[config.mk]
export PLATFORM = sky130hd
export DESIGN_NAME = filter_event_ctrl
export DESIGN_NICKNAME = d
export VERILOG_FILES = /design/src/rtl/filter_event_ctrl.sv
export SDC_FILE = /design/constraint.sdc
export NUM_CORES = 1
export LEC_CHECK = 0
export ABC_AREA = 1
export BUFFER_PORTS_ARGS = -buffer_cell sky130_fd_sc_hd__buf_2
export CORE_ASPECT_RATIO = 1.4
export CORE_MARGIN = 2
export CORE_UTILIZATION = 50
export CTS_BUF_LIST = sky130_fd_sc_hd__clkbuf_4 sky130_fd_sc_hd__clkbuf_8
export DETAILED_ROUTE_END_ITERATION = 8
export MAX_ROUTING_LAYER = met4
export PLACE_DENSITY_LB_ADDON = 0.3
export SLEW_MARGIN = 20
export SYNTH_ARGS = -nofsm -noshare
export SYNTH_HDL_FRONTEND = slang
export SYNTH_SLANG_ARGS = --single-unit
[constraint.sdc]
create_clock -name clk -period 7.2 [get_ports clk]
set_input_delay 0.36 -clock clk [delete_from_list [all_inputs] [get_ports clk]]
set_output_delay 0.36 -clock clk [all_outputs]
set_load 0.01 [all_outputs]
[src/rtl/filter_event_ctrl.sv]
// filter_event_ctrl: sequences the shaping-filter datapath (reset, flush, arm),
// captures threshold-crossing pulses as {peak amplitude, timestamp, pileup}
// events, and buffers them in a small FIFO for a ready/valid consumer.
module filter_event_ctrl #(
    parameter int SIZE_FILTER_DATA = 16,
    parameter int TS_WIDTH         = 32,
    parameter int FLUSH_CYCLES     = 24,
    parameter int PEAK_WINDOW      = 16,
    parameter int HOLDOFF_CYCLES   = 8,
    parameter int FIFO_DEPTH       = 4
) (
    input  logic                               clk,
    input  logic                               reset,
    input  logic                               enable,
    input  logic signed [SIZE_FILTER_DATA-1:0] threshold,
    input  logic signed [SIZE_FILTER_DATA-1:0] filter_data,
    output logic                               filt_rst_n,
    output logic                               busy,
    output logic                               evt_valid,
    input  logic                               evt_ready,
    output logic signed [SIZE_FILTER_DATA-1:0] evt_amp,
    output logic        [TS_WIDTH-1:0]         evt_ts,
    output logic                               evt_pileup,
    output logic        [7:0]                  drop_cnt
);

    localparam int CNT_MAX = (FLUSH_CYCLES > HOLDOFF_CYCLES) ? FLUSH_CYCLES : HOLDOFF_CYCLES;
    localparam int CNT_W   = $clog2(CNT_MAX + 1);
    localparam int WIN_W   = $clog2(PEAK_WINDOW + 1);
    localparam int PTR_W   = $clog2(FIFO_DEPTH);
    localparam int OCC_W   = $clog2(FIFO_DEPTH + 1);
    localparam int ENTRY_W = SIZE_FILTER_DATA + TS_WIDTH + 1;

    typedef enum logic [2:0] {
        S_IDLE,
        S_FLUSH,
        S_ARMED,
        S_PEAK,
        S_HOLDOFF
    } state_t;

    // Larger of two signed samples; used to track the running pulse maximum.
    function automatic logic signed [SIZE_FILTER_DATA-1:0] max_s(
        input logic signed [SIZE_FILTER_DATA-1:0] a,
        input logic signed [SIZE_FILTER_DATA-1:0] b
    );
        return (a > b) ? a : b;
    endfunction

    // Increment that sticks at the top of the 8-bit range.
    function automatic logic [7:0] sat_inc8(input logic [7:0] v);
        return (v == 8'hFF) ? v : v + 8'd1;
    endfunction

    state_t                               state;
    logic        [CNT_W-1:0]              cnt;
    logic        [WIN_W-1:0]              win_cnt;
    logic signed [SIZE_FILTER_DATA-1:0]   peak;
    logic        [TS_WIDTH-1:0]           cap_ts;
    logic        [TS_WIDTH-1:0]           ts;

    logic        [ENTRY_W-1:0]            mem [FIFO_DEPTH];
    logic        [PTR_W-1:0]              wr_ptr;
    logic        [PTR_W-1:0]              rd_ptr;
    logic        [OCC_W-1:0]              occ;

    logic                                 above_thr;
    logic signed [SIZE_FILTER_DATA-1:0]   peak_next;
    logic                                 win_full;
    logic                                 push_req;
    logic                                 push_pileup;
    logic                                 pop;
    logic                                 full;
    logic                                 wr_en;
    logic                                 drop;

    assign above_thr   = filter_data > threshold;
    assign peak_next   = max_s(peak, filter_data);
    assign win_full    = (win_cnt == WIN_W'(PEAK_WINDOW));
    // A falling edge wins over window expiry, so pileup is only flagged while still above.
    assign push_req    = (state == S_PEAK) && enable && (!above_thr || win_full);
    assign push_pileup = above_thr;

    assign evt_valid = (occ != '0);
    assign full      = (occ == OCC_W'(FIFO_DEPTH));
    assign pop       = evt_valid && evt_ready;
    // A full FIFO still accepts a push when the head leaves in the same cycle.
    assign wr_en     = push_req && (!full || pop);
    assign drop      = push_req && full && !pop;

    assign {evt_amp, evt_ts, evt_pileup} = mem[rd_ptr];

    // Free-running timestamp, wraps naturally at its width.
    always_ff @(posedge clk) begin
        if (!reset) begin
            ts <= '0;
        end else begin
            ts <= ts + TS_WIDTH'(1);
        end
    end

    // Control FSM: filter reset/flush sequencing, pulse capture and dead time.
    always_ff @(posedge clk) begin
        if (!reset) begin
            state      <= S_IDLE;
            filt_rst_n <= 1'b0;
            busy       <= 1'b0;
            cnt        <= '0;
            win_cnt    <= '0;
            peak       <= '0;
            cap_ts     <= '0;
        end else if ((state != S_IDLE) && !enable) begin
            // Dropping enable abandons any pulse in flight; the FIFO is left alone.
            state      <= S_IDLE;
            filt_rst_n <= 1'b0;
            busy       <= 1'b0;
        end else begin
            case (state)
                S_IDLE: begin
                    if (enable) begin
                        state      <= S_FLUSH;
                        cnt        <= CNT_W'(FLUSH_CYCLES - 1);
                        filt_rst_n <= 1'b1;
                        busy       <= 1'b1;
                    end
                end
                S_FLUSH: begin
                    if (cnt == '0) begin
                        state <= S_ARMED;
                    end else begin
                        cnt <= cnt - CNT_W'(1);
                    end
                end
                S_ARMED: begin
                    if (above_thr) begin
                        state   <= S_PEAK;
                        peak    <= filter_data;
                        cap_ts  <= ts;
                        win_cnt <= WIN_W'(1);
                    end
                end
                S_PEAK: begin
                    peak <= peak_next;
                    if (push_req) begin
                        state <= S_HOLDOFF;
                        cnt   <= CNT_W'(HOLDOFF_CYCLES - 1);
                    end else begin
                        win_cnt <= win_cnt + WIN_W'(1);
                    end
                end
                S_HOLDOFF: begin
                    // Re-arm only once the dead time is over and the pulse has fallen.
                    if (cnt == '0) begin
                        if (!above_thr) begin
                            state <= S_ARMED;
                        end
                    end else begin
                        cnt <= cnt - CNT_W'(1);
                    end
                end
                default: begin
                    state      <= S_IDLE;
                    filt_rst_n <= 1'b0;
                    busy       <= 1'b0;
                end
            endcase
        end
    end

    // Event FIFO with overflow accounting.
    always_ff @(posedge clk) begin
        if (!reset) begin
            for (int i = 0; i < FIFO_DEPTH; i++) begin
                mem[i] <= '0;
            end
            wr_ptr   <= '0;
            rd_ptr   <= '0;
            occ      <= '0;
            drop_cnt <= '0;
        end else begin
            if (wr_en) begin
                mem[wr_ptr] <= {peak_next, cap_ts, push_pileup};
                wr_ptr      <= wr_ptr + PTR_W'(1);
            end
            if (pop) begin
                rd_ptr <= rd_ptr + PTR_W'(1);
            end
            if (wr_en && !pop) begin
                occ <= occ + OCC_W'(1);
            end else if (!wr_en && pop) begin
                occ <= occ - OCC_W'(1);
            end
            if (drop) begin
                drop_cnt <= sat_inc8(drop_cnt);
            end
        end
    end

endmodule
# == Word-level counts from Yosys, hierarchy flattened ==
# Memories as Yosys holds them, arrays and structs flattened. A register that Yosys moved wholly into a read port is not among the register bits.
# Cells that the tools add are included.
# W data, S select, Z words.
# totals
regBits,109
mem_bits_rw,196
input_bits,36
output_inout_bits,60
word_cells,105
n_memories,1
# op_classes
addsub,8
n_lt_le_gt_ge,2
eq_ne,15
muxes,30
bitwise,4
n_reduce_logical,34
# memory_table
name,depth,width,rd,rd_clocked_by_memory_dff,wr,line_no,text
mem,4,49,1,1,4,62,logic [ENTRY_W-1:0] mem [FIFO_DEPTH];
# ops
op,n
$mux W49,1
$reduce_or A49 Y1,1
$add A32 B1 Y32 const B,1
$gt A16 B16 Y1,2
$mux W16,2
$pmux W16 S2,1
$mux W5,5
$mux W3,8
$ne A2 B2 Y1 const B,8
$pmux W3 S5,1
$pmux W5 S3,1
$pmux W5 S2,1
$logic_and A1 B1 Y1,9
$reduce_bool A3 Y1,3
$add A8 B1 Y8 const B,1
$eq A8 B8 Y1 const B,1
$eq A3 B2 Y1 const B,2
$eq A3 B3 Y1 const B,2
$mux W1,6
$mux W2,3
$reduce_and A3 Y1,2
$reduce_and A6 Y1,1
$add A5 B1 Y5 const B,1
$eq A5 B5 Y1 const B,1
17 further kinds,29

# == Depth between registers and ports, before layout ==
# Gate-level depths: netlist of the first run.
# depth
ltp_word,10
ltp_mapped,21
ltp_nobuf,21

# == Least setup slack after synthesis of the first run ==
# OpenSTA, ideal clock, no wires.
# synth_timing
kind,input port to flip-flop
startpoint,in threshold[7]
endpoint,mem mem[3][0] (netlist bit) (enable)
setup_time_ps,526
arrival_time_ps,5130
t_required_ps,6674
slack_ps,1545
cell_stages,15
n_path_buf,0
path_cell_list,inv_1 -> ha_1 -> nand2_1 -> inv_2 -> a21oi_1 -> nand3_1 -> nand2_1 -> nand2_1 -> nand2_1 -> nand2_2 -> nand3_2 -> nand2_4 -> nor2_8 -> nand2_1 -> o21ai_0
# synth_lines
item,line_no,text
from (decl),15,"input logic signed [SIZE_FILTER_DATA-1:0] threshold,"
to (decl),62,

==> insert_results.sql, run 1 <==
INSERT INTO impl_metrics (metric_group, metric, value, unit) VALUES
('worst_setup_path', 'reg2regPathDepth', '14', ''),
('worst_setup_path', 'worst_setup_path_start_kind', 'register', ''),
('final_layout', 'final_layout_size_suffix_gt1_frac', '0.1698', ''),
('worst_setup_path', 'critical_path_class', 'register to register', ''),
('clock_network', 'cts_setup_buffers', '0', ''),
('logic_synthesis', 'async_flop_share', '0', ''),
('final_layout', 'final_design_area_no_fill', '0.01650', 'mm^2'),
('clock_network', 'clkTransAtPathRegs', '0.06', 'ns'),
('global_routing', 'grt_overflow', '0', ''),
('final_layout', 'antennaDiodeCount', '0', ''),
('timing', 'finalHoldViolations', '0', ''),
('worst_setup_path', 'critical_path.top_delay_family', 'simple AND/OR/NAND/NOR gates', ''),
('worst_setup_path', 'reg2reg_to', 'mem[0][10]', ''),
('logic_synthesis', 'mappedNetlistNets', '1725', ''),
('timing', 'rsz0062_at_grt', 'false', ''),
('worst_setup_path', 'arrival', '4.46', 'ns'),
('clock_network', 'clkLatencyLatePin', '0.57', 'ns'),
('global_routing', 'grt_antenna_before_repair', '0', ''),
('worst_setup_path', 'endpoint_kind', 'register', ''),
('worst_setup_path', 'launching_instance_or_port_of_the_critical_path', 'state[1]', ''),
('flow_run', 'drv.max_cap_violation_count', '0', ''),
('logic_synthesis', 'post_synth_most_frequent_cells', '321 x nor2_1, 196 x edfxtp_1, 179 x inv_1', ''),
('clock_network', 'cts_tree', 'yes', ''),
('placement', 'placement.cell_area', '0.01548', 'mm^2'),
('placement', 'placed_cells_incl_taps', '2054', ''),
('worst_setup_path', 'worst_r2r_startpoint', 'state[1]', ''),
('worst_setup_path', 'slowest_stage', 'nand2_2', ''),
('worst_setup_path', 'regToRegSetupSlack', '2.94', 'ns'),
('global_routing', 'number_of_global_route_vias_before_repair', '10920', ''),
('floorplanning', 'fp.dieW', '149.4', 'um'),
('placement', 'hpwl', '20630', 'um'),
('power', 'power.static_leakage', '6.298', 'nW'),
('logic_synthesis', 'netlist_instances', '1649', ''),
('global_routing', 'global_route_wire_length_before_repair', '54940', 'um'),
('logic_synthesis', 'post-synth-top-area-fraction', '0.3977', ''),
('logic_synthesis', 'synth-main-ff-cell', 'edfxtp_1', ''),
('routing', 'detail_route.iter0.violations', '827', ''),
('logic_synthesis', 'syn-mean-instance-area', '8.974', 'um^2'),
('clock_network', 'h_tree_levels', '2', ''),
('logic_synthesis', 'synthDominantAreaCellType', 'edfxtp_1', ''),
('timing', 'setup_ws', '2.937', 'ns'),
('timing', 'maxClockFrequency', '0.2346', 'GHz'),
('logic_synthesis', 'ys_seq_area_frac', '0.5479', ''),
('timing', 'setup_viol_count_final', '0', ''),
('global_routing', 'grt_use_total', '0.2283', ''),
('timing', 'tightest_slew', '1.005', 'ns'),
('routing', 'finalWirelength', '34340', 'um'),
('final_layout', 'filler_cell_count', '2568', ''),
('run_status', 'run_status', 'finished, final reports clean', ''),
('clock_network', 'number_of_buffers_inserted_by_hold_repair_at_cts', '0', ''),
('floorplanning', 'io_pins', '96', ''),
('clock_network', 'clk_root_buffer_cell', 'clkbuf_8', ''),
('floorplanning', 'die-height', '207.6', 'um'),
('logic_synthesis', 'post-synth-top-count-cell', 'nor2_1', ''),
('logic_synthesis', 'yosys_warnings', '0', ''),
('floorplanning', 'floorplan.die_area', '0.03101', 'mm^2'),
('logic_synthesis', 'post_synth_instance_area', '0.01480', 'mm^2'),
('clock_network', 'num_cts_buffers', '47', ''),
('global_routing', 'grtUsageMet3', '0.03033', ''),
('logic_synthesis', 'synth-seq-cells', '307', ''),
('placement', 'port_buffers', '95', ''),
('power', 'pwr_density_cell', '301.5', 'mW/mm^2'),
('worst_setup_path', 'cp_slowest_stage_delay', '0.58', 'ns'),
('timing', 'layout_min_cycle_time', '4.263', 'ns'),
('clock_network', 'post_cts.resized_instances', '0', ''),
('worst_setup_path', 'worstPathMaxFanout', '50', ''),
('global_routing', 'grt_most_used_layer', 'met2', ''),
('logic_synthesis', 'yosys-top-cells-area', 'edfxtp_1 40%, dfxtp_1 15%, nor2_1 8.1%, o21ai_0 5.3%, inv_1 4.5%', ''),
('routing', 'antenna_violating_nets_post_route', '0', ''),
('global_routing', 'globalRouteMet1Util', '0.2798', ''),
('logic_synthesis', 'netlist-cell-type-count', '45', '');
==> how the worst min path moves through the flow <==
stage	start	end	cells past startpoint
CTS	enable	busy	3
finish	enable	busy	3
global placement	cnt[0]	cnt[0]	1
global route	enable	busy	3
detailed placement	cnt[0]	cnt[0]	1
floorplan	cnt[0]	cnt[0]	1
==> per-stage QoR <==
step	util	hold slack [ns]	power [mW]
4_1_cts	0.5657	0.06139	5.009
3_5_place_dp	0.5307	0.4311	3.471
3_3_place_gp	0.5307	0.4163	3.440
5_1_grt	0.5657	0.08468	5.255
2_1_floorplan	-	0.4028	3.019
6_report	0.5657	0.08917	4.974
==> flip-flops by register name (all words and copies together) (netlist names), named ones only <==
signal and flops:
win_cnt 5, peak 16, ts 32, busy 1
wr_ptr 2, rd_ptr 2, drop_cnt 8, cnt 5
state 3, mem 196, occ 3, cap_ts 32
==> area by class of cell <==
class / count / area (um^2) / share of cell area
clock buffer: 74 / 887.1 / 0.05377
clock inverter: 13 / 135.1 / 0.008190
inverter: 196 / 738.2 / 0.04474
multi-input combinational: 1061 / 5567 / 0.3374
sequential: 307 / 8109 / 0.4915
tap: 380 / 475.5 / 0.02882
timing repair buffer: 110 / 588.1 / 0.03564
==> worst min-delay path: stages <==
cell and delay [ns]:
buf_2 0.13, nand2_1 0.06, a21oi_1 0.06
==> layout by cell type, fill, tap and decap left out, drive strengths merged <==
master	Yosys	final
nor2	347	347
edfxtp	196	196
inv	193	193
nand2	178	178
o21ai	159	159
dfxtp	111	111
buf	24	110
a21oi	102	102
clkbuf	61	74
nor3	69	69
nand3	58	58
o22ai	49	49
ha	39	39
nand4	28	28
clkinv	3	12
o21a	5	5
nor3b	4	4
nor4	4	4
o21bai	3	3
xor2	3	3
bufinv	0	3
and2	2	2
xnor2	2	2
or2	2	2
nand3b	1	1
a2111oi	1	1
and3	1	1
o221a	1	1
a221oi	1	1
o31ai	1	1
fa	1	1
clkinvlp	0	1
==> cell families (layout without fill, tap and decap cells) <==
logic type               count (synthesis)  count (layout)  share of synthesized area
AO/OA/AOI/OAI                          322             322                     0.1160
XOR/XNOR                                 5               5                   0.002960
adder cells (fa/ha/maj)                 40              40                    0.03433
buffers and inverters                  281             393                    0.07855
flip-flops                             307             307                     0.5479
AND/OR/NAND/NOR                        694             694                     0.2203
==> power breakdown <==
group | switching [mW] | internal, mW
logic | 0.912 | 0.430
clock network | 0.658 | 0.890
registers | 0.0962 | 1.99
==> routing by layer <==
layer	share of wire	vias up
met4	0.019	0
met5	0	-
li1	-	5691
met2	0.52	279
met3	0.052	53
met1	0.41	5367
Note: power is estimated with default switching activity, not from simulation.
==> inputs of run 2 (changes only) <==
--- a/config.mk
+++ b/config.mk
@@ -5,7 +5,7 @@
 export SDC_FILE = /design/constraint.sdc
 export NUM_CORES = 1
 export LEC_CHECK = 0
-export ABC_AREA = 1
+export ABC_AREA = 0
 export BUFFER_PORTS_ARGS = -buffer_cell sky130_fd_sc_hd__buf_2
 export CORE_ASPECT_RATIO = 1.4
 export CORE_MARGIN = 2
==> constraint.sdc (replaced) <==
create_clock -name clk -period 4.15 [get_ports clk]
set_input_delay 0.2075 -clock clk [delete_from_list [all_inputs] [get_ports clk]]
set_output_delay 0.2075 -clock clk [all_outputs]
set_load 0.01 [all_outputs]
==> insert_results.sql, run 2 <==
INSERT INTO impl_metrics (metric_group, metric, value, unit) VALUES
('clock_network', 'cts.path.max_buffers', '3', ''),
('clock_network', 'clkLatencyLatePin', '0.57', 'ns'),
('logic_synthesis', 'netlist-cell-type-count', '61', ''),
('floorplanning', 'fp.dieW', '145.8', 'um'),
('final_layout', 'biggest_register', 'mem', ''),
('final_layout', 'reg_top3', 'mem x196, cap_ts x32, ts x32', ''),
('routing', 'via_count', '8914', ''),
('routing', 'antenna_violating_nets_post_route', '0', ''),
('power', 'ir_worst_vdd', '0.2551', 'mV'),
('final_layout', 'area_growth_syn_to_layout', '14.74', '%'),
('routing', 'finalWirelength', '28670', 'um'),
('clock_network', 'cts_num_sinks', '307', ''),
('power', 'pwr_density_cell', '433.2', 'mW/mm^2'),
('floorplanning', 'io_pins', '96', ''),
('logic_synthesis', 'post_synth_most_frequent_cells', '196 x edfxtp_1, 150 x nor2_1, 138 x and2_1', ''),
('final_layout', 'max_reg_flops', '196', ''),
('timing', 'final.period_utilization', '0.8212', ''),
('logic_synthesis', 'yosys-top-cells-area', 'edfxtp_1 42%, dfxtp_1 16%, mux4_2 7.8%, and2_1 6.1%, mux2i_1 4.8%', ''),
('timing', 'maxClockFrequency', '0.2934', 'GHz'),
('floorplanning', 'initial_core_utilization', '0.5090', ''),
('global_routing', 'grt_overflow', '0', ''),
('timing', 'fin_tns_setup', '0', 'ns'),
('routing', 'vias_cell', '5.331', ''),
('clock_network', 'clk_root_buffer_cell', 'clkbuf_8', ''),
('timing', 'finalHoldViolations', '0', ''),
('final_layout', 'filler_cell_count', '2234', ''),
('global_routing', 'global_route_wire_length_before_repair', '46850', 'um'),
('placement', 'port_buffers', '95', ''),
('timing', 'layout_min_cycle_time', '3.408', 'ns'),
('routing', 'detail_route.iter0.violations', '500', ''),
('worst_setup_path', 'cp_data_required_time', '4.59', 'ns'),
('logic_synthesis', 'post-synth-top-area-fraction', '0.4181', ''),
('clock_network', 'clkTransAtPathRegs', '0.07', 'ns'),
('global_routing', 'grtUsageMet3', '0.03348', ''),
('timing', 'tightest_slew', '0.9953', 'ns'),
('timing', 'finalMaxSlewViolations', '0', ''),
('worst_setup_path', 'endpoint_kind', 'register', ''),
('clock_network', 'cts_tree', 'yes', ''),
('logic_synthesis', 'yosys_warnings', '0', ''),
('global_routing', 'globalRouteMet1Util', '0.2372', ''),
('placement', 'hpwl', '17650', 'um'),
('timing', 'setup_viol_count_final', '0', ''),
('timing', 'rsz0062_at_grt', 'false', ''),
('final_layout', 'most_common_library_cell_in_the_layout_ignoring_fill_and_taps', 'edfxtp_1', ''),
('final_layout', 'layout.nets', '1340', ''),
('logic_synthesis', 'async_flop_share', '0', ''),
('timing', 'final.setup_skew', '0.01779', 'ns'),
('global_routing', 'number_of_global_route_vias_before_repair', '9160', ''),
('clock_network', 'cts_setup_buffers', '0', ''),
('floorplanning', 'die-height', '202.5', 'um'),
('worst_setup_path', 'arrival', '3.85', 'ns'),
('flow_run', 'drv.max_cap_violation_count', '0', ''),
('global_routing', 'grt_use_total', '0.2048', ''),
('min_path', 'min_path_type', 'input port to register', ''),
('global_routing', 'grt.met2_usage', '0.3629', ''),
('routing', 'remaining_drc_errors', '0', ''),
('logic_synthesis', 'ys_seq_area_frac', '0.5759', ''),
('floorplanning', 'std_cell_rows', '72', ''),
('logic_synthesis', 'synth-seq-cells', '307', ''),
('worst_setup_path', 'critical_path_class', 'input port to register', ''),
('final_layout', 'antennaDiodeCount', '0', ''),
('logic_synthesis', 'netlist_instances', '1145', ''),
('global_routing', 'grt_most_used_layer', 'met2', ''),
('logic_synthesis', 'syn-mean-instance-area', '12.30', 'um^2'),
('timing', 'hold-worst-slack', '0.05908', 'ns'),
('final_layout', 'final_layout_size_suffix_gt1_frac', '0.2043', ''),
('final_layout', 'layout.area.seq', '0.008113', 'mm^2'),
('timing', 'slew_headroom', '0.3365', ''),
('logic_synthesis', 'mappedNetlistNets', '1221', ''),
('worst_setup_path', 'worst_setup_path_start_kind', 'input port', ''),
('final_layout', 'most_used_cells_in_the_layout_excluding_fill_and_tap_cells', '196 x edfxtp_1, 150 x nor2_1, 138 x and2_1, 109 x dfxtp_1, 95 x buf_2', ''),
('global_routing', 'grt_antenna_before_repair', '0', ''),
('clock_network', 'post_cts.resized_instances', '0', ''),
('power', 'power.static_leakage', '6.289', 'nW'),
('clock_network', 'num_cts_buffers', '46', ''),
('placement', 'gp_congestion', '0.8311', ''),
('logic_synthesis', 'synth-edff-count', '196', ''),
('run_status', 'run_status', 'finished, final reports clean', ''),
('floorplanning', 'floorplan.die_area', '0.02953', 'mm^2'),
('logic_synthesis', 'post_synth_instance_area', '0.01408', 'mm^2'),
('global_routing', 'grt_start_max_net_pins', '56', ''),
('clock_network', 'h_tree_levels', '2', ''),
('routing', 'avgRoutedWirePerCell', '17.15', 'um'),
('worst_setup_path', 'worstPathMaxFanout', '34', ''),
('floorplanning', 'core_area', '0.02766', 'mm^2'),
('final_layout', 'multiInputGateArea', '0.005522', 'mm^2'),
('logic_synthesis', 'synth-main-ff-cell', 'edfxtp_1', ''),
('routing', 'first_pass_iters', '4', ''),
('logic_synthesis', 'post-synth-top-count-cell', 'edfxtp_1', ''),
('logic_synthesis', 'synthDominantAreaCellType', 'edfxtp_1', '');
[run 2: changes by cell type after synthesis, moves of 49 or more]
cell,change
o21ai_0,-141
nor2_1,-171
and2_1,+136
inv_1,-132
mux2i_1,+68
o22ai_1,-49
nand2_1,-105
a21oi_1,-65
mux4_2,+49
[run 2: area by class of cell]
class                           instances  area share
Multi-Input combinational cell        731      0.3418
Inverter                               48     0.01115
Tap cell                              370     0.02866
Sequential cell                       307      0.5022
Timing Repair Buffer                  130     0.05344
Clock inverter                         15    0.009604
Clock buffer                           71     0.05313
[run 2: worst paths after layout]
check,slack (ns),cells after the start,startpoint,end
worst max register to register,0.92,7,state[1],mem[1][11]
worst max-delay path,0.74,10,filter_data[15],mem[1][11]
worst min register to register,0.47,1,ts[0],ts[0]
worst min-delay path,0.06,4,evt_ready,rd_ptr[0]
[run 2: routing by layer]
| metal | routed length, um | share of wire |
|---|---|---|
| met1 | 11830 | 0.41 |
| met2 | 15060 | 0.53 |
| met3 | 1107 | 0.039 |
| met4 | 671 | 0.023 |
| met5 | 0 | 0 |
[run 2: per-stage QoR]
stage,utilization,total power [mW],cells,setup WS (ns),area [um^2]
3_5_place_dp,0.5403,4.383,1568,0.7041,14940
4_1_cts,0.5831,7.062,1671,0.7516,16130
2_1_floorplan,-,4.079,1145,0.6348,14080
6_report,0.5841,6.999,1672,0.7419,16150
3_3_place_gp,0.5403,4.373,1568,0.7494,14940
5_1_grt,0.5841,7.270,1672,0.5225,16150
[run 2: cell families after synthesis]
| logic type | after synthesis | synth area share |
|---|---|---|
| AND/OR/NAND/NOR | 447 | 0.1620 |
| flip-flops | 307 | 0.5759 |
| multiplexers | 118 | 0.1277 |
| buffers and inverters | 107 | 0.03359 |
| AO/OA/AOI/OAI | 89 | 0.04142 |
| adder cells (fa/ha/maj) | 43 | 0.03822 |
| XOR/XNOR | 34 | 0.02115 |
[run 2: timing repair]
item	in CTS	in global routing
setup endpoints to repair	0	0
endpoints found under the hold margin	19	0
hold buffers	17	0
[run 2: power breakdown]
part           switching [mW]  leakage, nW  internal (mW)  total [mW]
Clock                    1.16        0.528           1.51        2.67
Combinational           0.440         2.85          0.444       0.884
Sequential              0.108         2.91           3.34        3.45
[run 2: critical path, cell delays in order]
cell	delay, ns
dlygate4sd3_1	0.53
buf_2	0.15
ha_1	0.38
nand4_2	0.17
nor3_2	0.29
a41oi_1	0.41
a21oi_4	0.91
and3_1	0.26
buf_4	0.34
and2_1	0.19
==> inputs of run 3 (changes only) <==
==> constraint.sdc (replaced) <==
create_clock -name clk -period 3 [get_ports clk]
set_input_delay 0.15 -clock clk [delete_from_list [all_inputs] [get_ports clk]]
set_output_delay 0.15 -clock clk [all_outputs]
set_load 0.01 [all_outputs]
==> insert_results.sql, run 3 (synthesis gave the netlist of run 2 again) <==
INSERT INTO impl_metrics (metric_group, metric, value, unit) VALUES
('run_status', 'run_status', 'finished, final reports clean', ''),
('placement', 'port_buffers', '95', ''),
('placement', 'place_ws', '0.01929', 'ns'),
('final_layout', 'most_used_cells_in_the_layout_excluding_fill_and_tap_cells', '196 x edfxtp_1, 149 x nor2_1, 138 x and2_1, 109 x dfxtp_1, 95 x buf_2', ''),
('clock_network', 'clk_root_buffer_cell', 'clkbuf_8', ''),
('timing', 'hold-worst-slack', '0.02672', 'ns'),
('final_layout', 'most_common_library_cell_in_the_layout_ignoring_fill_and_taps', 'edfxtp_1', ''),
('final_layout', 'area_growth_syn_to_layout', '15.46', '%'),
('final_layout', 'antennaDiodeCount', '0', ''),
('floorplanning', 'fp.dieW', '145.8', 'um'),
('timing', 'setup_ws', '0.03809', 'ns'),
('final_layout', 'reg_top3', 'mem x196, cap_ts x32, ts x32', ''),
('global_routing', 'grt_overflow', '0', ''),
('power', 'pwr_density_cell', '585.1', 'mW/mm^2'),
('floorplanning', 'io_pins', '96', ''),
('worst_setup_path', 'arrival', '3.46', 'ns'),
('timing', 'layout_min_cycle_time', '2.962', 'ns'),
('routing', 'via_count', '8981', ''),
('routing', 'avgRoutedWirePerCell', '17.53', 'um'),
('power', 'power.static_leakage', '6.341', 'nW'),
('floorplanning', 'core_area', '0.02766', 'mm^2'),
('routing', 'detail_route.iter0.violations', '443', ''),
('timing', 'tightest_slew', '0.6824', 'ns'),
('placement', 'gp_congestion', '0.8099', ''),
('final_layout', 'max_reg_flops', '196', ''),
('power', 'ir_worst_vdd', '0.3505', 'mV'),
('worst_setup_path', 'slowest_stage', 'dlygate4sd3_1', ''),
('final_layout', 'layout.area.seq', '0.008113', 'mm^2'),
('global_routing', 'grt_use_total', '0.2099', ''),
('final_layout', 'multiInputGateArea', '0.005533', 'mm^2'),
('flow_run', 'drv.max_cap_violation_count', '0', ''),
('routing', 'finalWirelength', '29490', 'um'),
('clock_network', 'cts_tree', 'yes', ''),
('timing', 'final.period_utilization', '0.9873', ''),
('routing', 'remaining_drc_errors', '0', ''),
('clock_network', 'num_cts_buffers', '45', ''),
('final_layout', 'final_layout_size_suffix_gt1_frac', '0.2096', ''),
('floorplanning', 'die-height', '202.5', 'um'),
('floorplanning', 'std_cell_rows', '72', ''),
('clock_network', 'cts_num_sinks', '307', ''),
('worst_setup_path', 'cp_data_required_time', '3.50', 'ns'),
('final_layout', 'post-route-util', '0.5878', ''),
('routing', 'first_pass_iters', '5', ''),
('final_layout', 'filler_cell_count', '2254', ''),
('worst_setup_path', 'critical_path_class', 'input port to register', ''),
('worst_setup_path', 'cp_cell_sequence', 'dlygate4sd3_1 > buf_2 > ha_1 > nand4_1 > o221ai_1 > a221oi_2 > mux2i_2 > a21oi_2 > ha_2 > inv_1 > fa_1 > xor2_1 > or3_1 > a21oi_1', ''),
('timing', 'rsz0062_at_grt', 'true', ''),
('worst_setup_path', 'worstPathMaxFanout', '4', ''),
('clock_network', 'h_tree_levels', '2', ''),
('timing', 'setup_viol_count_final', '0', ''),
('timing', 'finalHoldViolations', '0', ''),
('global_routing', 'grt_start_max_net_pins', '61', ''),
('min_path', 'min_path_type', 'input port to register', ''),
('floorplanning', 'initial_core_utilization', '0.5090', ''),
('clock_network', 'clkLatencyLatePin', '0.57', 'ns'),
('timing', 'maxClockFrequency', '0.3376', 'GHz'),
('worst_setup_path', 'endpoint_kind', 'register', ''),
('routing', 'antenna_violating_nets_post_route', '0', ''),
('clock_network', 'clkTransAtPathRegs', '0.06', 'ns'),
('final_layout', 'biggest_register', 'mem', ''),
('timing', 'finalMaxSlewViolations', '0', ''),
('worst_setup_path', 'worst_setup_path_start_kind', 'input port', ''),
('timing', 'slew_headroom', '0.5415', ''),
('clock_network', 'cts.path.max_buffers', '3', ''),
('global_routing', 'number_of_global_route_vias_before_repair', '9449', ''),
('floorplanning', 'floorplan.die_area', '0.02953', 'mm^2'),
('worst_setup_path', 'cp_slowest_stage_delay', '0.55', 'ns'),
('global_routing', 'grt_antenna_before_repair', '0', ''),
('routing', 'vias_cell', '5.339', ''),
('final_layout', 'layout.nets', '1352', ''),
('timing', 'final.setup_skew', '0.02831', 'ns'),
('global_routing', 'global_route_wire_length_before_repair', '47980', 'um'),
('placement', 'hpwl', '18370', 'um');
## run 3: cell types whose count changed in the layout (fill, tap and decap cells not counted), sizes merged
cell	change
buf	+13
clkinvlp	-2
inv	-1
clkbuf	-2
clkinv	+3
bufinv	-1
## run 3: worst max-delay path, delay by kind of cell
family / cells / cell delay [ns]
AO/OA/AOI/OAI: 4 / 0.87
XOR/XNOR: 1 / 0.18
adder cells (fa/ha/maj): 3 / 0.90
buffers and inverters: 3 / 0.77
multiplexers: 1 / 0.15
AND/OR/NAND/NOR: 2 / 0.44
## run 3: what timing repair did
action | CTS | global route
endpoints found under the hold margin | 21 | 0
setup buffers | 0 | 1
hold buffers | 17 | 0
endpoints found under the setup margin | 0 | 23
resized for setup | 0 | 5
## run 3: per-stage QoR
step	instances	power, mW	area (um^2)	TNS (ns)
finish	1682	9.510	16260	0
global route	1682	9.902	16260	-0.01387
CTS	1681	9.612	16230	0
detailed placement	1581	6.105	15120	0
global placement	1581	6.096	15120	0
floorplan	1145	5.642	14080	0
## run 3: cell type report
cell class | count | share of cell area
clock inverter | 14 | 0.007004
sequential | 307 | 0.4991
clock buffer | 69 | 0.05072
inverter | 48 | 0.01108
multi-input combinational | 731 | 0.3404
timing repair buffer | 143 | 0.06327
tap | 370 | 0.02848
## run 3: power by group
group | total, mW | leakage, nW | switching (mW) | internal (mW)
logic | 1.27 | 2.94 | 0.647 | 0.619
clock network | 3.50 | 0.493 | 1.57 | 1.92
registers | 4.75 | 2.91 | 0.129 | 4.62
total | 9.51 | 6.34 | 2.35 | 7.16
## run 3: worst paths after layout
path / depth (start not counted) / start / slack, ns / end
max: 14 / filter_data[7] / 0.04 / occ[2]
min: 4 / evt_ready / 0.03 / rd_ptr[1]
max reg2reg: 8 / peak[13] / 0.23 / mem[1][43]
min reg2reg: 2 / peak[14] / 0.49 / peak[14]
## run 3: routing by layer
| metal | wire length [um] | vias to the layer above | part of all wire | GRT usage |
|---|---|---|---|---|
| li1 | - | 4352 | - | - |
| met1 | 11800 | 4359 | 0.40 | 0.2410 |
| met2 | 15560 | 210 | 0.53 | 0.3715 |
| met3 | 1407 | 60 | 0.048 | 0.03843 |
| met4 | 728 | 0 | 0.025 | 0.06933 |
| met5 | 0 | - | 0 | - |
